--- src/rtl/dtw_feeder.sv ---
// Feeds one query plus a prefetched reference stream into the DTW core, then drains it and returns min cost/position.
// Latency start->first core step 3 cycles; stalls the core when query or reference is short; result held until res_ready. Option: DTW_FEEDER_STALL_CNT_EN.

module dtw_feeder_fifo #(
  parameter int W     = 16,
  parameter int DEPTH = 2,
  localparam int AW   = (DEPTH > 1) ? $clog2(DEPTH) : 1,
  localparam int CW   = $clog2(DEPTH + 1)
) (
  input  logic          clk,
  input  logic          rst,
  input  logic          clr_i,
  input  logic          push_i,
  input  logic [W-1:0]  wdat_i,
  input  logic          pop_i,
  output logic [W-1:0]  rdat_o,
  output logic [CW-1:0] count_o
);
  logic [W-1:0]  mem_q [DEPTH];
  logic [AW-1:0] wptr_q, rptr_q;
  logic [CW-1:0] cnt_q;

  function automatic logic [AW-1:0] ptr_inc(input logic [AW-1:0] p);
    return (p == AW'(DEPTH - 1)) ? '0 : p + AW'(1);
  endfunction

  always_ff @(posedge clk) begin
    if (rst || clr_i) begin
      wptr_q <= '0;
      rptr_q <= '0;
      cnt_q  <= '0;
    end else begin
      if (push_i) wptr_q <= ptr_inc(wptr_q);
      if (pop_i)  rptr_q <= ptr_inc(rptr_q);
      cnt_q <= cnt_q + CW'(push_i) - CW'(pop_i);
    end
  end

  always_ff @(posedge clk) begin
    if (push_i) mem_q[wptr_q] <= wdat_i;
  end

  assign rdat_o  = mem_q[rptr_q];
  assign count_o = cnt_q;
endmodule

module dtw_feeder #(
  parameter int               WIDTH    = 16,
  parameter int               SQG_SIZE = 250,
  parameter int               REF_AW   = 20,
  parameter logic [WIDTH-1:0] PAD      = '1
) (
  input  logic              clk,
  input  logic              rst,
  input  logic              start,
  input  logic [31:0]       ref_len,
  input  logic [WIDTH-1:0]  sqg_data,
  input  logic              sqg_valid,
  output logic              sqg_ready,
  output logic              ref_rd_en,
  output logic [REF_AW-1:0] ref_addr,
  input  logic [WIDTH-1:0]  ref_rdata,
  output logic              core_rst,
  output logic              core_running,
  output logic [WIDTH-1:0]  core_squiggle,
  output logic [WIDTH-1:0]  core_rword,
  output logic [31:0]       core_ref_len,
  input  logic              core_done,
  input  logic [WIDTH-1:0]  core_minval,
  input  logic [31:0]       core_position,
  output logic              busy,
  output logic              res_valid,
  input  logic              res_ready,
  output logic [WIDTH-1:0]  res_minval,
  output logic [31:0]       res_position,
  output logic [31:0]       stall_cycles
);
  localparam int QW = $clog2(SQG_SIZE + 1);

  typedef enum logic [2:0] {S_IDLE, S_CLR, S_RUN, S_DRAIN, S_RESULT} state_t;

  state_t           state_q, state_d;
  logic [31:0]      ref_len_q;
  logic [QW-1:0]    qcnt_q;
  logic [31:0]      fptr_q;
  logic [31:0]      pcnt_q;
  logic             rd_pend_q;
  logic             drain_q;
  logic [WIDTH-1:0] res_minval_q;
  logic [31:0]      res_position_q;

  logic             job_go, in_run, q_need, ref_pad, word_avail;
  logic             run_step, consume, sqg_fire, rd_issue;
  logic             fifo_pop, fifo_push, fifo_nonempty;
  logic [1:0]       fifo_cnt;
  logic [2:0]       inflight;
  logic [WIDTH-1:0] fifo_rdat, head_word;

  dtw_feeder_fifo #(.W(WIDTH), .DEPTH(2)) u_pref (
    .clk     (clk),
    .rst     (rst),
    .clr_i   (job_go),
    .push_i  (fifo_push),
    .wdat_i  (ref_rdata),
    .pop_i   (fifo_pop),
    .rdat_o  (fifo_rdat),
    .count_o (fifo_cnt)
  );

  assign job_go        = (state_q == S_IDLE) & start;
  assign in_run        = (state_q == S_RUN);
  assign q_need        = qcnt_q < QW'(SQG_SIZE);
  assign ref_pad       = (pcnt_q == ref_len_q);
  assign fifo_nonempty = (fifo_cnt != 2'd0);
  // A read returning this cycle can be consumed directly when the FIFO is empty.
  assign word_avail    = ref_pad | fifo_nonempty | rd_pend_q;
  assign head_word     = fifo_nonempty ? fifo_rdat : ref_rdata;

  // The done cycle is a hold, not a step: the core has already finished.
  assign run_step  = in_run & word_avail & ~core_done & (~q_need | sqg_valid);
  assign sqg_ready = in_run & q_need & word_avail & ~core_done;
  assign sqg_fire  = sqg_valid & sqg_ready;
  assign consume   = run_step & ~ref_pad;
  assign fifo_pop  = consume & fifo_nonempty;
  assign fifo_push = rd_pend_q & ~(consume & ~fifo_nonempty);

  // Credit check counts the word leaving this cycle so prefetch sustains one per cycle.
  assign inflight = 3'(fifo_cnt) + 3'(rd_pend_q) - 3'(consume);
  assign rd_issue = in_run & (fptr_q < ref_len_q) & (inflight < 3'd2);

  assign ref_rd_en     = rd_issue;
  assign ref_addr      = fptr_q[REF_AW-1:0];
  assign core_rst      = rst | (state_q == S_CLR);
  assign core_running  = run_step | (state_q == S_DRAIN);
  assign core_squiggle = (in_run & q_need) ? sqg_data : '0;
  assign core_rword    = (in_run & ~ref_pad) ? head_word : PAD;
  assign core_ref_len  = ref_len_q;
  assign busy          = (state_q != S_IDLE);
  assign res_valid     = (state_q == S_RESULT);
  assign res_minval    = res_minval_q;
  assign res_position  = res_position_q;

  always_comb begin
    state_d = state_q;
    case (state_q)
      S_IDLE:   if (start) state_d = S_CLR;
      S_CLR:    state_d = (ref_len_q == 32'd0) ? S_RESULT : S_RUN;
      S_RUN:    if (core_done) state_d = S_DRAIN;
      S_DRAIN:  if (drain_q) state_d = S_RESULT;
      S_RESULT: if (res_ready) state_d = S_IDLE;
      default:  state_d = S_IDLE;
    endcase
  end

  always_ff @(posedge clk) begin
    if (rst) begin
      state_q        <= S_IDLE;
      ref_len_q      <= '0;
      qcnt_q         <= '0;
      fptr_q         <= '0;
      pcnt_q         <= '0;
      rd_pend_q      <= 1'b0;
      drain_q        <= 1'b0;
      res_minval_q   <= '1;
      res_position_q <= '0;
    end else begin
      state_q   <= state_d;
      rd_pend_q <= rd_issue;
      drain_q   <= (state_q == S_DRAIN) ? ~drain_q : 1'b0;
      if (job_go) begin
        ref_len_q <= ref_len;
        qcnt_q    <= '0;
        fptr_q    <= '0;
        pcnt_q    <= '0;
      end else begin
        if (rd_issue) fptr_q <= fptr_q + 32'd1;
        if (consume)  pcnt_q <= pcnt_q + 32'd1;
        if (sqg_fire) qcnt_q <= qcnt_q + QW'(1);
      end
      if (state_q == S_CLR && ref_len_q == 32'd0) begin
        res_minval_q   <= '1;
        res_position_q <= '0;
      end else if (state_q == S_DRAIN && drain_q) begin
        res_minval_q   <= core_minval;
        res_position_q <= core_position;
      end
    end
  end

`ifdef DTW_FEEDER_STALL_CNT_EN
  logic [31:0] stall_q;

  always_ff @(posedge clk) begin
    if (rst || state_q == S_CLR) begin
      stall_q <= '0;
    end else if (in_run && !run_step && !core_done && stall_q != '1) begin
      stall_q <= stall_q + 32'd1;
    end
  end

  assign stall_cycles = stall_q;
`else
  assign stall_cycles = '0;
`endif
endmodule
--- config.mk ---
export PLATFORM = sky130hd
export DESIGN_NAME = dtw_feeder
export DESIGN_NICKNAME = d
export VERILOG_FILES = /design/src/rtl/dtw_feeder.sv
export SDC_FILE = /design/constraint.sdc
export NUM_CORES = 1
export LEC_CHECK = 0
export ABC_AREA = 1
export CAP_MARGIN = 20
export CELL_PAD_IN_SITES_DETAIL_PLACEMENT = 1
export CELL_PAD_IN_SITES_GLOBAL_PLACEMENT = 1
export CORE_MARGIN = 2
export CORE_UTILIZATION = 31
export CTS_CLUSTER_SIZE = 16
export DETAILED_ROUTE_END_ITERATION = 16
export PLACE_DENSITY = 0.75
export REMOVE_ABC_BUFFERS = 1
export SYNTH_ARGS = -nofsm -noshare
export SYNTH_HDL_FRONTEND = slang
export SYNTH_HIERARCHICAL = 1
export SYNTH_SLANG_ARGS = --single-unit
--- constraint.sdc ---
create_clock -name clk -period 6.3 [get_ports clk]
set_clock_uncertainty 0.05 [all_clocks]
set_input_delay 1.89 -clock clk [delete_from_list [all_inputs] [get_ports clk]]
set_output_delay 1.89 -clock clk [all_outputs]
set_load 0.005 [all_outputs]
==> metrics.md <==
| Metric | Value |
|---|---|
| Global-route wire length before repair | `57400 µm` |
| Setup repair bufs after CTS | `0` |
| Worst setup path class | `input pin to output pin` |
| Area grow syn2layout | `30.6%` |
| Max-cap violation count | `0` |
| H-tree lvl count | `4` |
| Yosys top cell area share | `29.7%` |
| Net Switching | `1390 µW` |
| Die area | `0.0368 mm²` |
| Pwr Density | `roughly 270 mW/mm²` |
| Status | `complete, no violations` |
| Clk root buf | `clkbuf_16` |
| Signal arrival time at the worst endpoint | `4.16 ns` |
| Sequential-to-total area share from yosys stat | `38.5%` |
| Layout cell share with drive strength beyond 1 | `6.76%` |
| Sw Share | `36.1%` |
| Yosys top cell by area | `dfxtp_1` |
| Synth top area cells | `dfxtp_1, nand2_1, edfxtp_1` |
| Slew HR | `34.0%` |
| Dpl hpwl | `approximately 28000 µm` |
| Total GRT Usage | `19.9%` |
| Post-synth EDFFs | `32` |
| Clk slew on worst S/H paths | `0.08 ns` |
| Initial antenna violation count | `3` |
| Max VDD drop | `approximately 0.2 mV` |
| Synthesis Warnings | `6` |
| Worst-Margin Slew | `about 1 ns` |
| Die Ht | `192 µm` |
| CTS tree | `yes` |
| Largest net degree at the start of global routing | `65` |
| Fin. Hold Viols | `0` |
| Cts-stage hold buffer count | `0` |
| Clk pwr share | `29.1%` |
| Overflow after GRT | `0` |
| GP Congestion | `0.830` |
| Num CTS Buffers | `17` |
| Routed WL | `37000 µm` |
| Post-synth top flop | `dfxtp_1` |
| Slowest cell delay on critical path | `0.36 ns` |
| Post-Place Cells | `2167` |
| Num rows | `68` |
| Worst reg2reg startpoint | `core_ref_len[0]` |
| Synth Cell Area | `0.0109 mm²` |
| FF+latch count, synth | `194` |
| First-pass DRT Iterations | `5` |
| Via density | `approximately 5` |
| Skew-Pair Late Insertion Delay | `around 0.45 ns` |
| Starting Density | `31.6%` |
| Crit-path slowest cell | `fa_2` |
| Starting DRT DRC Count | `529` |
| Die width | `roughly 190 µm` |
| Bufs on Longest Clock Path | `2` |
| Post-DRT Antenna Nets | `0` |
| Final cell count without fillers | `2203` |
| Crit Path Max Fanout | `2` |
| Crit path launch type | `input pin` |
| Setup TNS Final | `0 ns` |
| Final critical-path required period | `6.10 ns` |
| Final setup vio count | `0` |
| Unrepaired setup endpoints after global routing | `false` |
| Fin crit share | `96.8%` |
| PnR worst setup slack | `between 0.2 and 0.25 ns` |
| Seq pwr share | `between 30% and 40%` |
| Worst R2R Setup Slack | `2.23 ns` |
| Top Ports | `~290` |
| Fmax achieved | `164 MHz` |
| Pre-CTS setup slack | `-0.501 ns` |
| Async SR Flop Fraction | `0%` |
| Hold-critical path endpoint | `res_position[22]` |
| Post-Syn Instances | `approximately 1500` |
| Reg2Reg Capture Point | `fptr_q[23]` |
| PortBufs | `255` |
| P_int | `approximately 2500 µW` |
| Leak | `0.00550 µW` |
| Mean post-synth cell area | `7.18 µm²` |
| Req. time, crit path | `4.36 ns` |
| Vias in the first global route | `~11000` |
| Critical-path cell list | `dlygate4sd2_1, or2_4, nand4_4, inv_2, ha_1, or2_4, fa_2, buf_4, nor2_2, nor2_2, nand2_4, inv_4, nand3_4, inv_2, clkdlybuf4s15_2` |
| Via count | `10800` |
| # DRC | `0` |
| Setup crit end kind | `output pin` |
| Combinational share of power | `32.2%` |
| Core footprint | `roughly 0.035 mm²` |
| Distinct cell type count of the synthesized netlist | `46` |
| Hold Crit Start | `res_position[22]` |
| Layout net count | `1888` |
| Type of the tightest min-delay check | `flop to flop` |
| Clock Sinks | `194` |
| Routed wire per std cell | `around 17 µm` |
| WHS Path Cells | `2` |
| FILL cells | `approximately 4300` |
| Register-to-Register Path Depth | `26` |
| Slew Limit Fails | `0` |
[worst max path at each step]
stage,startpoint,end,cells after the start
CTS,core_done,ref_rd_en,15
global placement,sqg_valid,ref_rd_en,15
global route,sqg_valid,ref_rd_en,15
floorplan,core_done,ref_rd_en,13
detailed placement,sqg_valid,ref_rd_en,15
finish,sqg_valid,ref_rd_en,15
[metal layers]
metal	vias up	share of wire [%]	GRT usage [%]
li1	5285	-	-
met1	5196	43	23.9
met2	281	50	35.7
met3	43	5.5	3.65
met4	0	2.2	6.21
met5	-	0	0
[power by group through the flow]
stage,Clock (µW),Combinational [µW],Sequential [µW]
final,1120,1240,1500
after global routing,1200,1380,1510
after CTS,1160,1250,1500
after detailed placement,0,1240,1530
after global placement,0,1210,1530
after floorplan,0,610,1490
[sequential cells by signal (all words and copies together) (netlist names), named ones only]
signal          cells
u_pref/mem_q       32
core_ref_len       32
res_position       32
qcnt_q              8
rd_pend_q           1
u_pref/wptr_q       1
drain_q             1
state_q             3
fptr_q             32
u_pref/rptr_q       1
pcnt_q             32
res_minval         16
u_pref/count_o      2
[cells in the mapped netlist (4+ instances only)]
| cell | number |
|---|---|
| a21oi_1 | 112 |
| buf_1 | 4 |
| buf_2 | 14 |
| buf_4 | 55 |
| clkbuf_1 | 40 |
| dfxtp_1 | 162 |
| edfxtp_1 | 32 |
| ha_1 | 37 |
| inv_1 | 157 |
| inv_2 | 12 |
| mux2_2 | 6 |
| mux2_4 | 10 |
| nand2_1 | 331 |
| nand2_2 | 6 |
| nand3_1 | 141 |
| nand3b_1 | 5 |
| nand4_1 | 50 |
| nor2_1 | 178 |
| nor2_2 | 6 |
| nor2_4 | 4 |
| nor3_1 | 17 |
| nor3_2 | 6 |
| nor4_1 | 14 |
| o21ai_0 | 56 |
| xnor2_1 | 29 |
| xor2_1 | 10 |
[critical path, delay by kind of cell]
kind                     cells  cell delay, ns
adder cells (fa/ha/maj)      2            0.63
AND/OR/NAND/NOR              7            0.91
buffers and inverters        6            0.72
[cells by family after synthesis]
| group | Yosys count | share of synthesized area [%] |
|---|---|---|
| simple gates | 770 | 31.4 |
| buf+inv | 287 | 12.3 |
| flops | 194 | 38.5 |
| compound gates | 177 | 8.27 |
| xor+xnor | 39 | 3.13 |
| fa+ha+maj | 38 | 4.42 |
| mux | 16 | 1.99 |
| other cells | 1 | 0.0343 |
[placed cells by master (no fill, tap or decap), drive strengths merged, types with 2 or more instances in the layout]
cell type and n:
nand2 338, clkdlybuf4s50 252, nor2 188, inv 177
dfxtp 162, nand3 142, a21oi 114, o21ai 58
nand4 52, ha 37, conb 32, edfxtp 32
xnor2 29, nor3 23, buf 22, clkbuf 18
mux2 16, nor4 14, xor2 10, nand3b 5
clkinv 5, or2 5, diode 3, a31oi 2
and3 2
[metrics by stage]
| step | power [µW] | util (%) | area (µm²) | hold WS (ns) |
|---|---|---|---|---|
| detailed placement | 2770 | 39.4 | 13600 | 0.406 |
| CTS | 3910 | 41.1 | 14200 | 0.417 |
| global route | 4100 | 41.2 | 14300 | 0.429 |
| floorplan | 2100 | - | 10300 | 0.390 |
| global placement | 2730 | 39.4 | 13600 | 0.398 |
| finish | 3870 | 41.2 | 14300 | 0.416 |
[what timing repair did]
action                     4_1_cts  5_1_grt
gates resized for setup         10        2
setup endpoints to repair        1        1
gates cloned                     0        0
pin swaps                        3        2
[final cells by class]
type	instances	area, µm²	share of cell area [%]
inverters	170	641	4.49
clock inverters	14	163	1.14
flip-flops and latches	194	4210	29.5
multi-input cells	1072	5530	38.7
well taps	455	569	3.99
repair buffers	277	2730	19.1
diodes	3	7.51	0.0526
clock buffers	18	429	3.01
Power figures use the tool's default switching activity.
